[src/rtl/eq_clkgen.sv]
// Quadrature E/Q clock generator for the 6809E: divides CLKX4 by four into E and Q,
// stretches the E-high/Q-low phase while MRDY is low, and bounds each stretch.
module eq_clkgen #(
   parameter int MAX_STRETCH = 10
) (
   input  logic       CLKX4,
   input  logic       nRESET,
   input  logic       RUN,
   input  logic       MRDY,
   input  logic       TO_CLR,
   output logic       E,
   output logic       Q,
   output logic [1:0] PHASE,
   output logic       CYCLE_END,
   output logic       STRETCH,
   output logic       TIMEOUT
);

   localparam int CW = $clog2(MAX_STRETCH + 1);
   localparam logic [CW-1:0] CNT_MAX = CW'(MAX_STRETCH);

   typedef enum logic [1:0] {
      P0 = 2'd0,
      P1 = 2'd1,
      P2 = 2'd2,
      P3 = 2'd3
   } phase_t;

   phase_t        state;
   phase_t        state_nx;
   logic [CW-1:0] cnt;
   logic [CW-1:0] cnt_nx;
   logic          mrdy_r;
   logic          stretch_nx;
   logic          cycle_end_nx;
   logic          timeout_nx;
   logic          e_nx;
   logic          q_nx;

   // State, counter and every output are flops; E/Q come from the next state so they never glitch.
   always_ff @(posedge CLKX4 or negedge nRESET) begin
      if (!nRESET) begin
         state     <= P0;
         cnt       <= '0;
         mrdy_r    <= 1'b1;
         E         <= 1'b0;
         Q         <= 1'b0;
         CYCLE_END <= 1'b0;
         STRETCH   <= 1'b0;
         TIMEOUT   <= 1'b0;
      end else begin
         state     <= state_nx;
         cnt       <= cnt_nx;
         mrdy_r    <= MRDY;
         E         <= e_nx;
         Q         <= q_nx;
         CYCLE_END <= cycle_end_nx;
         STRETCH   <= stretch_nx;
         TIMEOUT   <= timeout_nx;
      end
   end

   // P3 is the only decision point: hold while memory is not ready, force an exit at the count limit.
   always_comb begin
      state_nx     = state;
      cnt_nx       = cnt;
      stretch_nx   = STRETCH;
      cycle_end_nx = 1'b0;
      timeout_nx   = TIMEOUT & ~TO_CLR;
      case (state)
         P0: begin
            if (RUN) begin
               state_nx = P1;
            end
         end
         P1: state_nx = P2;
         P2: state_nx = P3;
         P3: begin
            if (!mrdy_r && (cnt < CNT_MAX)) begin
               cnt_nx     = cnt + CW'(1);
               stretch_nx = 1'b1;
            end else begin
               state_nx     = P0;
               cnt_nx       = '0;
               stretch_nx   = 1'b0;
               cycle_end_nx = 1'b1;
               if (!mrdy_r) begin
                  timeout_nx = 1'b1;
               end
            end
         end
         default: state_nx = P0;
      endcase
      e_nx = (state_nx == P2) || (state_nx == P3);
      q_nx = (state_nx == P1) || (state_nx == P2);
   end

   assign PHASE = state;

endmodule

[config.mk]
export PLATFORM = sky130hd
export DESIGN_NAME = eq_clkgen
export DESIGN_NICKNAME = d
export VERILOG_FILES = /design/src/rtl/eq_clkgen.sv
export SDC_FILE = /design/constraint.sdc
export NUM_CORES = 1
export LEC_CHECK = 0
export ABC_AREA = 1
export CORE_AREA = 2 2 39 41
export DETAILED_ROUTE_END_ITERATION = 10
export DIE_AREA = 0 0 41 43
export GPL_TIMING_DRIVEN = 0
export MAX_ROUTING_LAYER = met4
export SYNTH_ARGS = -nofsm -noshare
export SYNTH_HDL_FRONTEND = slang
export SYNTH_SLANG_ARGS = --single-unit
[constraint.sdc]
create_clock -name CLKX4 -period 0.9 [get_ports CLKX4]
set_input_delay 0.18 -clock CLKX4 [delete_from_list [all_inputs] [get_ports CLKX4]]
set_output_delay 0.18 -clock CLKX4 [all_outputs]
set_load 0.03 [all_outputs]
# Yosys cells after proc, flatten, opt, wreduce, memory -nomap -nowiden
# Index checks and enable logic that the tools add are counted.
# Widths: inputs -> output; s select.
[word_totals] reg_bits=12 input_bits=5 out_inout_bits=7 word_cells=33
[op_classes] add_sub_neg=1 n_lt_le_gt_ge=1 eq_ne=6 muxes=10 bitwise_logic=2 reduce_logical=5
[op_table] operator="$eq 2x2->1 const B" count=4
[op_table] operator="$pmux 2 s4" count=1
[op_table] operator="$mux 1" count=6
[op_table] operator="$add 4x1->4 const B" count=1
[op_table] operator="$eq 2x1->1 const B" count=2
[op_table] operator="$lt 4x4->1 const B" count=1
[op_table] operator="$mux 2" count=2
[op_table] operator="$mux 4" count=1
[op_table] operator="$logic_not 2->1" count=1
[op_table] operator="$logic_or 1x1->1" count=2
[op_table] operator="$and 1x1->1" count=1
[op_table] operator="$logic_and 1x1->1" count=1
[op_table] operator="$logic_not 1->1" count=1
[op_table] operator="$not 1->1" count=1

# Depth between registers and ports, before layout
# Gate-level depths: netlist of run 1.
[depth] word_depth=6 ltp_mapped=6 depth_no_buf=5

# Worst setup path before layout of run 1
# Ideal clock, no wire load.
[synth_path] path_kind="register to register" from="reg, netlist name E" to="reg cnt[3]" setup_time_ps=113 arrival_time_ps=1070 t_required_ps=787 path_slack_ps=-283 stages_incl_launch_ff=7 n_path_buf=1 period_less_slack_ps=1183 path_cell_list="dfrtp_1 buf_2 nand2_2 inv_1 nand2_1 nand2_1 inv_1"
[synth_rtl] element="to (signal assigned)" line="53" source="cnt <= cnt_nx;"
[synth_rtl] element="to (decl)" line="31" source="logic [CW-1:0] cnt;"

==> run metrics, run 1 <==
vias per inst=4.489; CTS tree=yes; clock sink total=11; Final Hold Fails=0; area grow syn2layout=53.57%; grt ovf=0; Max-slew headroom=0.6676; CTS max path bufs=2; WP data arrival=0.93 ns; hold buffers post-CTS=0; final net count=79; Yosys cell types=18; 1st-pass router iterations=4; final setup violation count=16; PortBufs=11; leak pwr=0.3582 nW; Avg Inst Size Synth=9.617 µm²; multi-input logic area=211.5 µm²; clock-pin slew on the worst setup and hold paths=0.07 ns; CP Max Fanout=3; final hold slack=0.2371 ns; Crit. End Element=output port; CP Data Required Time=0.72 ns; first-pass GRT wire length=1690 µm; Placed Area=634.4 µm²; Chip Height=43 µm; Die Area=1763 µm²; f_max=900.2 MHz; vias in the first global route=374; final cell count without fillers=88; DR WL/cell=11.38 µm; initial antenna violation count=0; layout cell share with drive strength beyond 1=0.5139; yosys synthesis warning count=0; hold crit path type=primary input to asynchronous set/reset pin; RSZ-0062 raised after global routing=yes; H-Tree Depth=1; vias=395; GRT Overall Usage=0.1575; largest net degree at the start of global routing=12; synthesized net count=57; placed cell count=78; Slew Limit Fails=0; most frequent cells in the layout=9 x buf_6, 8 x nand2_1, 6 x dfrtp_1, 6 x inv_1, 5 x buf_4; Tmin final=1.111 ns; Clock Latency Late Sink=0.27 ns; status=finished, violations left; most common cell after layout, fill and taps aside=buf_6; drt drc=0; remaining antenna violation count=0; crit path kind=flop to output port; Synth Instances=51; Cell Rows=14; FF/Latch Area=281.5 µm²; skew final=0.003455 ns; VDD IR max=1286 µV; Final Cell Area=753.2 µm²; CP Launch Type=flop; fin crit share=1.234; violated checks=setup timing; IO Pins=12; Post-Syn Area=490.5 µm²; starting density of the core=0.3544; Total Routed Length=1001 µm; pre-CTS setup slack=-0.4119 ns; Least-Margin Pin Slew=0.4970 ns; MaxCap Viol Count=0; Initial DRC Count=5; #FFs+latches synth=11; PD cells=3348 nW/µm²; core area=1384 µm²; overall power=2.522 mW; register area share after synthesis=0.5638; Num CTS Buffers=3; Die Width=41 µm; n_diodes=0; Filler cells=128; final worst setup slack=-0.2108 ns; DP Wirelength=615.1 µm; Routability Congestion=0.7664; Root Driver=clkbuf_4
## what timing repair did
item,CTS,global route
gates resized for setup,60,3
pin swaps,7,3
endpoints found under the setup margin,16,16
hold endpoints to repair,0,0
buffers inserted,6,1
## report_power, final
part / switching, mW / leakage (nW) / internal, mW
combinational: 0.725 / 0.211 / 0.601
sequential: 0.163 / 0.132 / 0.687
clock: 0.174 / 0.0150 / 0.172
total: 1.06 / 0.358 / 1.46
## per-layer routing
layer  vias up  GRT usage  share of wire
met4         0     0.1200          0.014
li1        203          -              -
met3         2    0.04712          0.056
met1       177     0.1846           0.41
met5         -          -              0
met2        13     0.2156           0.52
## state kept, by name (all words and copies together), names as in the netlist
signal,cells
CYCLE_END,1
mrdy_r,1
E,1
cnt,4
TIMEOUT,1
PHASE,1
STRETCH,1
Q,1
## critical path: stages, from the launching register on
cell,delay [ns]
dfrtp_2,0.42
buf_6,0.12
buf_6,0.12
## Yosys cell counts
cell type | n | share of area
o21bai_1 | 1 | 0.015
a21oi_1 | 2 | 0.020
buf_4 | 1 | 0.015
nor2_1 | 4 | 0.031
dfrtp_1 | 10 | 0.51
nor2_4 | 1 | 0.023
nand2_1 | 10 | 0.077
o21ai_0 | 1 | 0.010
a21boi_2 | 1 | 0.023
inv_1 | 8 | 0.061
nand3_1 | 4 | 0.041
ha_1 | 1 | 0.026
dfstp_2 | 1 | 0.054
nand2_2 | 2 | 0.026
buf_2 | 1 | 0.010
o21ai_4 | 1 | 0.033
nand4_1 | 1 | 0.013
o22ai_1 | 1 | 0.013
## stage by stage
stage	util	TNS [ns]
after floorplan	-	-0.5631
after global placement	0.4584	-2.878
after detailed placement	0.4584	-2.869
after CTS	0.5353	-1.469
after global routing	0.5443	-2.134
final	0.5443	-1.400
## final timing paths
check	slack, ns	cells after the start	startpoint	end
hold reg to reg	0.51	2	STRETCH	STRETCH
setup reg to reg	-0.10	5	cnt[1]	cnt[3]
min in group CLKX4	0.31	1	MRDY	mrdy_r
hold / removal	0.24	1	nRESET	Q
max in group asynchronous	0.30	1	nRESET	cnt[2]
setup / recovery	-0.21	2	E	PHASE[1]
## kinds of logic (layout without fill, tap and decap cells)
kind of cell               after synthesis  count (layout)  share of synthesized area
adders and majority gates                1               1                    0.02551
and+or+nand+nor                         22              22                     0.2092
DFF                                     11              11                     0.5638
buffers and inverters                   10              31                    0.08673
AOI/OAI and AO/OA                        7               7                     0.1148
## final cells by class
| class | instances | share of cell area |
|---|---|---|
| Timing Repair Buffer | 18 | 0.2292 |
| Inverter | 8 | 0.03987 |
| Buffer | 1 | 0.01495 |
| Clock buffer | 4 | 0.03488 |
| Multi-Input combinational cell | 30 | 0.2807 |
| Tap cell | 16 | 0.02658 |
| Sequential cell | 11 | 0.3738 |
Power figures use the tool's default switching activity.
==> run 2: changes to the inputs <==
--- a/config.mk
+++ b/config.mk
@@ -7,3 +7,2 @@
 export LEC_CHECK = 0
-export ABC_AREA = 1
 export CORE_AREA = 2 2 39 41
--- a/constraint.sdc
+++ b/constraint.sdc
@@ -3,2 +3,2 @@
 set_output_delay 0.18 -clock CLKX4 [all_outputs]
-set_load 0.03 [all_outputs]
+set_load 0.005 [all_outputs]
==> run 2 against run 1 <==
  * The flow still finishes with violations (setup timing)
  * Register-to-register slack lost 0.17 ns
  * Power shrank 0.23%
  * Worst setup slack lost 0.063 ns
  * Global-route usage rose by 0.31 points
  * Via count rose by 6.1%
  * Count of clock-buffer cells in the layout is the same
  * Sequential share of layout area is 1.4 points lower
  * Utilization up 1.8 points
  * Largest cell class unchanged
==> run metrics, run 2 <==
Root Driver=clkbuf_4 (unchanged); hold buffers post-CTS=0 (unchanged); starting density of the core=0.3526 (was 0.3544); CTS tree=yes (unchanged); slowest CP cell=dfrtp_2 (unchanged); core area=1384 µm² (unchanged); crit path kind=flop to flop (was flop to output port); f_max=852.1 MHz (was 900.2 MHz); clock-pin slew on the worst setup and hold paths=0.07 ns (about the same); H-Tree Depth=1 (unchanged); CTS max path bufs=2 (unchanged); Post-Synth Simple-Gate Area=0.1769 (was 0.2092); PortBufs=11 (unchanged); WP data arrival=1.32 ns (was 0.93 ns); drt drc=0 (unchanged); vias per inst=4.988 (was 4.489); largest net degree at the start of global routing=12 (unchanged); grt ovf=0 (unchanged); Yosys cell types=23 (was 18); fraction of registers with async set or reset after synthesis=1.000 (unchanged); hold crit path type=primary input to asynchronous set/reset pin (unchanged); Area contributors post-synth=dfrtp_1 51%, dfstp_2 5.4%, a21oi_1 4.1%, o41ai_2 3.3%, nand3_1 3.1% (was dfrtp_1 51%, nand2_1 7.7%, inv_1 6.1%, dfstp_2 5.4%, nand3_1 4.1%); CP Launch Type=flop (unchanged); final worst setup slack=-0.2736 ns (was -0.2108 ns); routed wl met2=598 µm (was 516 µm); Crit. End Element=flop (was output port); count leader, synth=dfrtp_1; ys flop type=dfrtp_1 (unchanged); layout cell share with drive strength beyond 1=0.5441 (was 0.5139); Routability Congestion=0.6876 (was 0.7664); Adder-Cell Fraction of Synth Area=0.02564 (was 0.02551); Synth Instances=45 (was 51); Placed Area=644.4 µm² (was 634.4 µm²); vias in the first global route=394 (was 374); Cell Rows=14 (unchanged); Tmin final=1.174 ns (was 1.111 ns); multiplexer share of the synthesized area=0.02051 (was 0); pre-CTS setup slack=-0.3372 ns (was -0.4119 ns); MaxCap Viol Count=0 (unchanged); status=finished, violations left (unchanged); Buf/Inv on CP=0 (was 2); 1st-pass router iterations=4 (unchanged); max reg flops=4 (unchanged); RSZ-0062 raised after global routing=yes (unchanged); first-pass GRT wire length=1800 µm (was 1690 µm); synthesized net count=51 (was 57); most frequent cells after synthesis=10 x dfrtp_1, 4 x a21oi_1, 4 x nor2_1 (was 10 x dfrtp_1, 10 x nand2_1, 8 x inv_1); Die Area=1763 µm² (unchanged); register area share after synthesis=0.5667 (was 0.5638); leak pwr=0.3456 nW (was 0.3582 nW); Finished Core Util=0.5624 (was 0.5443); Least-Margin Pin Slew=0.5002 ns (was 0.4970 ns); EDFF count, synth=0 (unchanged); DR WL/cell=14.15 µm (was 11.38 µm); CP top delay family=flip-flops (unchanged); yosys synthesis warning count=0 (unchanged); Num CTS Buffers=3 (unchanged); Avg Inst Size Synth=10.84 µm² (was 9.617 µm²); crit-path cells=ha_4 -> nand3_2 -> mux2i_1 -> a221o_1 (was buf_6 -> buf_6); Final Cell Area=778.2 µm² (was 753.2 µm²); clock sink total=11 (unchanged); Total Routed Length=1189 µm (was 1001 µm); area grow syn2layout=59.49% (was 53.57%); final setup violation count=16 (unchanged); Initial DRC Count=10 (was 5); Post-Syn Area=488.0 µm² (was 490.5 µm²); most frequent cells in the layout=7 x dfrtp_1, 6 x buf_2, 5 x buf_6 (was 9 x buf_6, 8 x nand2_1, 6 x dfrtp_1, 6 x inv_1, 5 x buf_4); xor/xnor cell area share of the yosys netlist=0 (unchanged); remaining antenna violation count=0 (unchanged); skew final=0.002543 ns (was 0.003455 ns); vias=419 (was 395); largest family of logic cells by synthesized area=simple AND/OR/NAND/NOR gates (unchanged); n_diodes=0 (unchanged); uppermost layer routed=met3 (was met4); Detail Route met3 WL=62 µm (was 56 µm); Chip Height=43 µm (unchanged); violated checks=setup timing (unchanged); Reg with most FFs=cnt (unchanged); Max-slew headroom=0.6655 (was 0.6676); #FFs+latches synth=11 (unchanged); PD cells=3233 nW/µm² (was 3348 nW/µm²); Clock Latency Late Sink=0.26 ns (was 0.27 ns); most common cell after layout, fill and taps aside=dfrtp_1 (was buf_6); WL met1=528 µm (was 414 µm); Die Width=41 µm (unchanged); cell taking the most area after synthesis=dfrtp_1 (unchanged); Slew Limit Fails=0 (unchanged); VDD IR max=1485 µV (was 1286 µV); Final Hold Fails=0 (unchanged); GRT Overall Usage=0.1606 (was 0.1575); Compound-Gate Fraction of Synth Area=0.1615 (was 0.1148); CP Data Required Time=1.05 ns (was 0.72 ns); initial antenna violation count=0 (unchanged); overall power=2.516 mW (was 2.522 mW); DP Wirelength=691.6 µm (was 615.1 µm); final net count=75 (was 79); fin crit share=1.304 (was 1.234); Crit path largest cell delay=0.44 ns (was 0.42 ns); top-area cell type share of the netlist area=0.5128 (was 0.5102); IO Pins=12 (unchanged); CP Max Fanout=3 (unchanged)
run 2: cell types whose count changed after synthesis, moves of 2 or more:
cell	before	now
a21oi_1	2	4
inv_1	8	3
nand2_1	10	3
nand2_2	2	0
run 2: repair_timing:
item / CTS / global route
cloned: 0 / 1
pin swaps: 4 / 4
resized for setup: 38 / 10
setup endpoints to repair: 16 / 16
buffers inserted: 3 / 5
run 2: worst paths after layout:
check | startpoint | end | slack, ns | depth (start not counted)
max | cnt[1] | cnt[2] | -0.27 | 4
min | nRESET | STRETCH | 0.25 | 1
max reg2reg | cnt[1] | cnt[2] | -0.27 | 4
min reg2reg | STRETCH | STRETCH | 0.47 | 2
max in group asynchronous | nRESET | cnt[0] | 0.29 | 1
min in group CLKX4 | MRDY | mrdy_r | 0.33 | 1
run 2: cell families (layout without fill, tap and decap cells):
| group | Yosys count | count (layout) |
|---|---|---|
| adders and majority gates | 1 | 1 |
| buffers and inverters | 5 | 27 |
| DFF | 11 | 11 |
| and+or+nand+nor | 16 | 17 |
| muxes | 1 | 1 |
| AOI/OAI and AO/OA | 11 | 11 |
run 2: layout make-up:
type	instances	area, µm²
timing repair buffer	19	160.2
multi-input combinational	30	269.0
inverter	3	11.26
fill	124	605.6
buffer	1	11.26
sequential	11	280.3
clock buffer	4	26.28
tap	16	20.02
run 2: stage by stage:
stage                     instances  TNS [ns]  hold WS (ns)
final                            84    -2.168        0.2472
after global routing             84    -2.821        0.3001
after CTS                        78    -2.037        0.2682
after detailed placement         72    -2.936        0.4705
after global placement           72    -2.771        0.4678
after floorplan                  45   -0.6467       -0.1156
run 2: routing by layer:
| metal | vias to the layer above | global-route usage |
|---|---|---|
| met2 | 14 | 0.2125 |
| met5 | - | - |
| met4 | 0 | 0.1000 |
| li1 | 208 | - |
| met3 | 0 | 0.03141 |
| met1 | 197 | 0.2181 |
run 2: power breakdown:
| part | switching [mW] | internal, mW | total (mW) |
|---|---|---|---|
| clock | 0.161 | 0.171 | 0.333 |
| combinational | 0.608 | 0.708 | 1.32 |
| sequential | 0.188 | 0.679 | 0.867 |
run 2: worst reg2reg max path: stages (launching register included):
cell and delay (ns):
dfrtp_2 0.44, ha_4 0.17, nand3_2 0.08, mux2i_1 0.07, a221o_1 0.29
==> run 3: changes to the inputs <==
HOLD_SLACK_MARGIN = 0.1   (was unset)
==> results of run 3 <==
Final layout, timing and power as in run 2 (identical DEF).
